`src/rtl/pipelined_addsub_if.sv`:
```
// Handshake/data bundle for pipelined_addsub.
//   master: upstream producer + downstream consumer side (drives operands and out_ready)
//   slave : the add/sub unit (drives in_ready and the result beat)
// Signals: in_valid/in_ready, a, b, sub, [sat], out_valid/out_ready, result, cout, ovf, zero.
// ADDSUB_SAT_EN: when defined, adds the per-beat saturation select `sat`.
interface pipelined_addsub_if #(
    parameter int unsigned WIDTH = 32
);
    logic             in_valid;
    logic             in_ready;
    logic [WIDTH-1:0] a;
    logic [WIDTH-1:0] b;
    logic             sub;
`ifdef ADDSUB_SAT_EN
    logic             sat;
`endif
    logic             out_valid;
    logic             out_ready;
    logic [WIDTH-1:0] result;
    logic             cout;
    logic             ovf;
    logic             zero;

    modport master (
        output in_valid, a, b, sub,
`ifdef ADDSUB_SAT_EN
        output sat,
`endif
        output out_ready,
        input  in_ready, out_valid, result, cout, ovf, zero
    );

    modport slave (
        input  in_valid, a, b, sub,
`ifdef ADDSUB_SAT_EN
        input  sat,
`endif
        input  out_ready,
        output in_ready, out_valid, result, cout, ovf, zero
    );
endinterface

```
`src/rtl/pipelined_addsub.sv`:
```
// Pipelined two's-complement add/subtract unit. The carry chain is cut into STAGES
// segments of SEG = WIDTH/STAGES bits, one register boundary per segment; latency is
// STAGES cycles with full 1 beat/cycle throughput and valid/ready backpressure.
// Ports:
//   clk, rst_n : clock (rising edge), asynchronous active-low reset
//   bus (slave): in_valid/in_ready, a, b, sub, [sat] in; out_valid/out_ready,
//                result, cout, ovf, zero out (all outputs registered except in_ready,
//                which is combinational from out_ready through the stall chain)
// ADDSUB_SAT_EN: when defined, sat=1 clamps overflowing results to the signed limits.
module pipelined_addsub #(
    parameter int unsigned WIDTH  = 32,
    parameter int unsigned STAGES = 4
) (
    input  logic              clk,
    input  logic              rst_n,
    pipelined_addsub_if.slave bus
);
    localparam int unsigned SEG  = (STAGES == 0) ? WIDTH : WIDTH / STAGES;
    localparam int unsigned SEG1 = SEG + 1;

    if (STAGES == 0 || STAGES > WIDTH || (WIDTH % STAGES) != 0) begin : g_bad_cfg
        $error("pipelined_addsub: WIDTH must be a multiple of STAGES, 1 <= STAGES <= WIDTH");
    end

    for (genvar k = 0; k < STAGES; k++) begin : g_stage
        // Operand bits still to be summed when a beat enters this stage
        localparam int unsigned UPW = WIDTH - SEG * k;

        logic [UPW-1:0]       a_src;
        logic [UPW-1:0]       b_src;
        logic                 c_src;
        logic                 v_src;
`ifdef ADDSUB_SAT_EN
        logic                 sat_src;
`endif
        logic [SEG:0]         seg_sum;
        logic [(k+1)*SEG-1:0] r_next;
        logic                 v_q;
        logic                 en;

        // Stage input: raw operands (b inverted, carry-in = sub) or previous stage regs
        if (k == 0) begin : g_first
            assign a_src  = bus.a;
            assign b_src  = bus.sub ? ~bus.b : bus.b;
            assign c_src  = bus.sub;
            assign v_src  = bus.in_valid;
`ifdef ADDSUB_SAT_EN
            assign sat_src = bus.sat;
`endif
            assign r_next = seg_sum[SEG-1:0];
        end else begin : g_next
            assign a_src  = g_stage[k-1].g_mid.a_q;
            assign b_src  = g_stage[k-1].g_mid.b_q;
            assign c_src  = g_stage[k-1].g_mid.c_q;
            assign v_src  = g_stage[k-1].v_q;
`ifdef ADDSUB_SAT_EN
            assign sat_src = g_stage[k-1].g_mid.sat_q;
`endif
            assign r_next = {seg_sum[SEG-1:0], g_stage[k-1].g_mid.r_q};
        end

        // This stage's segment of the carry chain
        assign seg_sum = {1'b0, a_src[SEG-1:0]} + {1'b0, b_src[SEG-1:0]} + SEG1'(c_src);

        if (k < STAGES - 1) begin : g_mid
            logic [UPW-SEG-1:0]   a_q;
            logic [UPW-SEG-1:0]   b_q;
            logic [(k+1)*SEG-1:0] r_q;
            logic                 c_q;
`ifdef ADDSUB_SAT_EN
            logic                 sat_q;
`endif

            // Load when empty or when the successor is taking the current beat
            assign en = !v_q || g_stage[k+1].en;

            always_ff @(posedge clk or negedge rst_n) begin
                if (!rst_n) begin
                    v_q   <= 1'b0;
                    a_q   <= '0;
                    b_q   <= '0;
                    r_q   <= '0;
                    c_q   <= 1'b0;
`ifdef ADDSUB_SAT_EN
                    sat_q <= 1'b0;
`endif
                end else if (en) begin
                    v_q <= v_src;
                    if (v_src) begin
                        a_q   <= a_src[UPW-1:SEG];
                        b_q   <= b_src[UPW-1:SEG];
                        r_q   <= r_next;
                        c_q   <= seg_sum[SEG];
`ifdef ADDSUB_SAT_EN
                        sat_q <= sat_src;
`endif
                    end
                end
            end
        end else begin : g_last
            logic [WIDTH-1:0] res_c;
            logic             cout_c;
            logic             ovf_c;
            logic             cin_msb;
            logic [WIDTH-1:0] result_q;
            logic             cout_q;
            logic             ovf_q;
            logic             zero_q;

            assign en      = !v_q || bus.out_ready;
            assign cout_c  = seg_sum[SEG];
            // Carry into the MSB recovered from the MSB sum bit and its operands
            assign cin_msb = a_src[SEG-1] ^ b_src[SEG-1] ^ seg_sum[SEG-1];
            assign ovf_c   = cin_msb ^ cout_c;

`ifdef ADDSUB_SAT_EN
            // Overflow implies equal operand signs; a's sign picks the clamp direction
            always_comb begin
                res_c = r_next;
                if (sat_src && ovf_c) begin
                    res_c = a_src[SEG-1] ? {1'b1, {(WIDTH-1){1'b0}}}
                                         : {1'b0, {(WIDTH-1){1'b1}}};
                end
            end
`else
            assign res_c = r_next;
`endif

            always_ff @(posedge clk or negedge rst_n) begin
                if (!rst_n) begin
                    v_q      <= 1'b0;
                    result_q <= '0;
                    cout_q   <= 1'b0;
                    ovf_q    <= 1'b0;
                    zero_q   <= 1'b0;
                end else if (en) begin
                    v_q <= v_src;
                    if (v_src) begin
                        result_q <= res_c;
                        cout_q   <= cout_c;
                        ovf_q    <= ovf_c;
                        zero_q   <= (res_c == '0);
                    end
                end
            end

            assign bus.out_valid = v_q;
            assign bus.result    = result_q;
            assign bus.cout      = cout_q;
            assign bus.ovf       = ovf_q;
            assign bus.zero      = zero_q;
        end
    end

    assign bus.in_ready = g_stage[0].en;
endmodule

```
`src/flat_wrapper.sv`:
```
// flat-port wrapper written by rule: the top's interface ports become plain ports
module pipelined_addsub_flat 
#(
    parameter int unsigned WIDTH  = 32,
    parameter int unsigned STAGES = 4
)
  (clk, rst_n, bus_in_valid, bus_a, bus_b, bus_sub, bus_out_ready, bus_in_ready, bus_out_valid, bus_result, bus_cout, bus_ovf, bus_zero);
  pipelined_addsub_if #(.WIDTH(WIDTH)) bus_i ();
  input  logic clk;
  input  logic rst_n;
  input wire logic [$bits(bus_i.in_valid)-1:0] bus_in_valid;
  input wire logic [$bits(bus_i.a)-1:0] bus_a;
  input wire logic [$bits(bus_i.b)-1:0] bus_b;
  input wire logic [$bits(bus_i.sub)-1:0] bus_sub;
  input wire logic [$bits(bus_i.out_ready)-1:0] bus_out_ready;
  output wire logic [$bits(bus_i.in_ready)-1:0] bus_in_ready;
  output wire logic [$bits(bus_i.out_valid)-1:0] bus_out_valid;
  output wire logic [$bits(bus_i.result)-1:0] bus_result;
  output wire logic [$bits(bus_i.cout)-1:0] bus_cout;
  output wire logic [$bits(bus_i.ovf)-1:0] bus_ovf;
  output wire logic [$bits(bus_i.zero)-1:0] bus_zero;
  assign bus_i.in_valid = bus_in_valid;
  assign bus_i.a = bus_a;
  assign bus_i.b = bus_b;
  assign bus_i.sub = bus_sub;
  assign bus_i.out_ready = bus_out_ready;
  assign bus_in_ready = bus_i.in_ready;
  assign bus_out_valid = bus_i.out_valid;
  assign bus_result = bus_i.result;
  assign bus_cout = bus_i.cout;
  assign bus_ovf = bus_i.ovf;
  assign bus_zero = bus_i.zero;
  pipelined_addsub #(.WIDTH(WIDTH), .STAGES(STAGES)) u_core (.clk(clk), .rst_n(rst_n), .bus(bus_i));
endmodule
```
`config.mk`:
```
export PLATFORM = sky130hd
export DESIGN_NAME = pipelined_addsub_flat
export DESIGN_NICKNAME = d
export VERILOG_FILES = /design/src/rtl/pipelined_addsub_if.sv /design/src/rtl/pipelined_addsub.sv /design/src/flat_wrapper.sv
export SDC_FILE = /design/constraint.sdc
export NUM_CORES = 1
export LEC_CHECK = 0
export ABC_AREA = 1
export BUFFER_PORTS_ARGS = -buffer_cell sky130_fd_sc_hd__buf_2
export CORE_UTILIZATION = 45
export CTS_CLUSTER_DIAMETER = 50
export DETAILED_ROUTE_END_ITERATION = 12
export HOLD_SLACK_MARGIN = 0.06
export MAX_ROUTING_LAYER = met4
export PLACE_DENSITY = 0.67
export SYNTH_ARGS = -nofsm -noshare
export SYNTH_HDL_FRONTEND = slang
export SYNTH_SLANG_ARGS = --single-unit
```
`constraint.sdc`:
```
create_clock -name clk -period 1.8 [get_ports clk]
set_input_delay 0.36 -clock clk [delete_from_list [all_inputs] [get_ports clk]]
set_output_delay 0.36 -clock clk [all_outputs]
set_load 0.1 [all_outputs]
```
==> flow_summary.json <==
{
  "vias_per_cell": 4.66,
  "peakVddDrop_mv": 0.711,
  "clockBufferDepth": 2,
  "fin_cells": 1413,
  "synth_fa_ha_area_frac": 0.0562,
  "nNetsFinal": 1244,
  "grt-ovfl-total": 0,
  "cts_tree": "yes",
  "grt_pass1_vias": 6315,
  "p_switching_mw": 7.88,
  "cts-buffers-inserted": 17,
  "layout_commonest_cell": "nand2_1",
  "synth_top_family_by_area": "simple AND/OR/NAND/NOR gates",
  "timing.rr.end": "u_core.bus.ovf",
  "worst_setup_path_start_kind": "register",
  "rsz0062_at_grt": "true",
  "post_drt_wl_per_cell_um": 12.7,
  "power.internal_mw": 9.34,
  "setup_violations": 1,
  "synthDistinctLibCells": 29,
  "comb_power_share": 0.436,
  "reg2reg_slack_ns": 0.04,
  "start_util": 0.464,
  "hpwl_um": 13000,
  "drt-pass1-iter-count": 5,
  "syn_avg_cell_area_um2": 8.57,
  "drive_above_1_share": 0.189,
  "synthesis.nets": 1123,
  "via_count": 6585,
  "nFillCells": 1766,
  "fmax_mhz": 526,
  "cts-htree-levels": 4,
  "drv_cap": 0,
  "min_path_cells": 3,
  "ios": 106,
  "cp-end-kind": "output pin",
  "remaining_drc_errors": 0,
  "clock-skew-final_ns": 0.00768,
  "ys_seq_elements": 186,
  "grt_start_max_net_pins": 74,
  "clk_latency_ns": 0.43,
  "cp_data_required_time_ns": 1.44,
  "placementRows": 50,
  "holdCritStartpoint": "bus_a[20]",
  "ant_nets": 0,
  "cts.sinks": 186,
  "wl_um": 18000,
  "criticalPathCategory": "register to output pin",
  "syn-instance-count": 1019,
  "grt_use_total": 0.202,
  "crit_arrival_ns": 1.54,
  "path_clk_slew_ns": 0.07,
  "die-area_mm2": 0.0200,
  "io_buffers": 105,
  "maxSlewViolCount": 0,
  "hold_end": "u_core.g_stage[0].g_mid.a_q[12]",
  "r2r_start": "u_core.g_stage[2].g_mid.c_q",
  "multi_input_area_mm2": 0.00359,
  "synth_area_mm2": 0.00873,
  "core_area_mm2": 0.0188,
  "cts-root-buf": "clkbuf_16",
  "r2r.worst_path.cells": 12,
  "drtIter0Drc": 416,
  "fin_util": 0.553,
  "final_area_mm2": 0.0104,
  "synth_compound_area_frac": 0.0781,
  "detailedPlace.worstSlack_ns": -0.0843,
  "areaGrowthSynthToFinish_pct": 19.4,
  "crit_fanout": 2,
  "status": "finished with violations",
  "hold_viol_final": 0,
  "min_period_ns": 1.90,
  "place_area_mm2": 0.00968,
  "finalCritPeriodShare": 1.06,
  "pwr-share-seq": 0.364,
  "dp.cells": 1370,
  "die_x_um": 141,
  "grt_pass1_wl_um": 30900,
  "yosys.area_share.simple": 0.222,
  "switching_share": 0.458,
  "num_antenna_cells": 0,
  "yosys_warnings": 0,
  "power_frac_clock": 0.200,
  "antenna_found_initial": 0,
  "synth-xor-area-share": 0.0421,
  "globalplace.congestion": 0.852,
  "seq_area_mm2": 0.00466,
  "setup_ws_ns": -0.103,
  "die_h_um": 141,
  "relSlewSlack": 0.676,
  "p_total_mw": 17.2,
  "cellPowerDensity_mw_per_mm2": 1650,
  "critPathLaunch": "u_core.bus.out_valid",
  "violations": "setup timing",
  "mostFrequentLayoutCells": "nand2_1 (408), dfrtp_1 (185), buf_2 (103), inv_1 (83), o21ai_0 (74)",
  "ys_seq_area_frac": 0.533,
  "synth_mux_area_frac": 0,
  "p_leak_nw": 5.51,
  "holdCritPathClass": "input pin to register",
  "worst_pin_slew_ns": 0.486
}
Yosys cell counts:
cell type	instances	area [um2]
a21oi_1	12	60.1
nor3_1	1	5.00
o21ai_0	78	390
nand2_1	416	1560
fa_1	7	140
buf_2	27	135
nor2_2	2	12.5
inv_1	90	338
clkinv_4	1	8.76
ha_1	28	350
nor2_4	1	11.3
nand2_2	2	12.5
xnor2_1	11	96.3
buf_6	6	67.6
o21bai_1	4	30.0
nand3_1	23	115
nand3b_1	7	52.6
nor2_1	27	101
inv_2	3	11.3
xor2_1	31	272
o21ai_1	27	135
a22oi_1	1	7.51
dfrtp_1	186	4650
o22ai_1	4	25.0
clkbuf_1	7	26.3
o21a_1	2	15.0
buf_4	1	7.51
a31oi_1	3	18.8
nand4_1	11	68.8
repair_timing:
| action | CTS | global route |
|---|---|---|
| buffers inserted | 5 | 5 |
| pin swaps | 5 | 14 |
| cloned | 0 | 0 |
| endpoints found under the hold margin | 35 | 0 |
| setup endpoints to repair | 5 | 17 |
| hold buffers | 1 | 0 |
| resized for setup | 10 | 31 |
cells by family after synthesis:
family	after synthesis
simple gates	490
flops	186
buf+inv	135
compound gates	131
xor+xnor	42
fa+ha+maj	35
stage by stage:
stage / hold WS, ns / TNS [ns]
3_5_place_dp: 0.319 / -0.261
2_1_floorplan: 0.0644 / -0.0189
6_report: 0.123 / -0.103
3_3_place_gp: 0.320 / -0.0579
5_1_grt: 0.120 / -0.326
4_1_cts: 0.109 / -0.152
power by group through the flow:
stage	clock network (mW)	registers, mW	logic (mW)
CTS	3.51	6.26	7.34
finish	3.44	6.26	7.51
global placement	0	6.29	7.16
global route	3.71	6.41	8.28
floorplan	0	8.67	3.13
detailed placement	0	6.33	7.23
layer usage:
| layer | track usage | wire, um | vias to the layer above |
|---|---|---|---|
| li1 | - | - | 3437 |
| met2 | 0.291 | 7720 | 114 |
| met4 | 0.0658 | 229 | 0 |
| met1 | 0.292 | 9470 | 3016 |
| met5 | - | 0 | - |
| met3 | 0.0310 | 567 | 18 |
layout make-up:
| class | count | area share |
|---|---|---|
| flip-flops and latches | 186 | 0.447 |
| inverters | 94 | 0.0349 |
| multi-input cells | 698 | 0.345 |
| clock inverters | 15 | 0.0116 |
| well taps | 260 | 0.0312 |
| repair buffers | 143 | 0.0897 |
| clock buffers | 17 | 0.0408 |
worst max-delay path, stage by stage (launching register included):
cell        delay (ns)
dfrtp_4           0.42
nand2_4           0.06
nor2_4            0.12
nand2_4           0.07
nor2_4            0.13
clkinvlp_4        0.13
buf_12            0.18
worst max path at each step:
stage | end | depth (start not counted)
after floorplan | bus_in_ready | 5
after global placement | u_core.bus.ovf | 12
after detailed placement | u_core.bus.ovf | 12
after CTS | bus_in_ready | 6
after global routing | bus_in_ready | 6
final | bus_in_ready | 6
state kept, by name, indices dropped and copies added (netlist names):
register,flops
u_core.bus.out_valid,1
u_core.bus.cout,1
u_core.g_stage.g_mid.a_q,48
u_core.g_stage.g_mid.c_q,3
u_core.bus.result,32
u_core.bus.ovf,1
u_core.g_stage.g_mid.r_q,48
u_core.g_stage.g_mid.b_q,48
u_core.bus.zero,1
u_core.g_stage.v_q,3
Power figures use the tool's default switching activity.
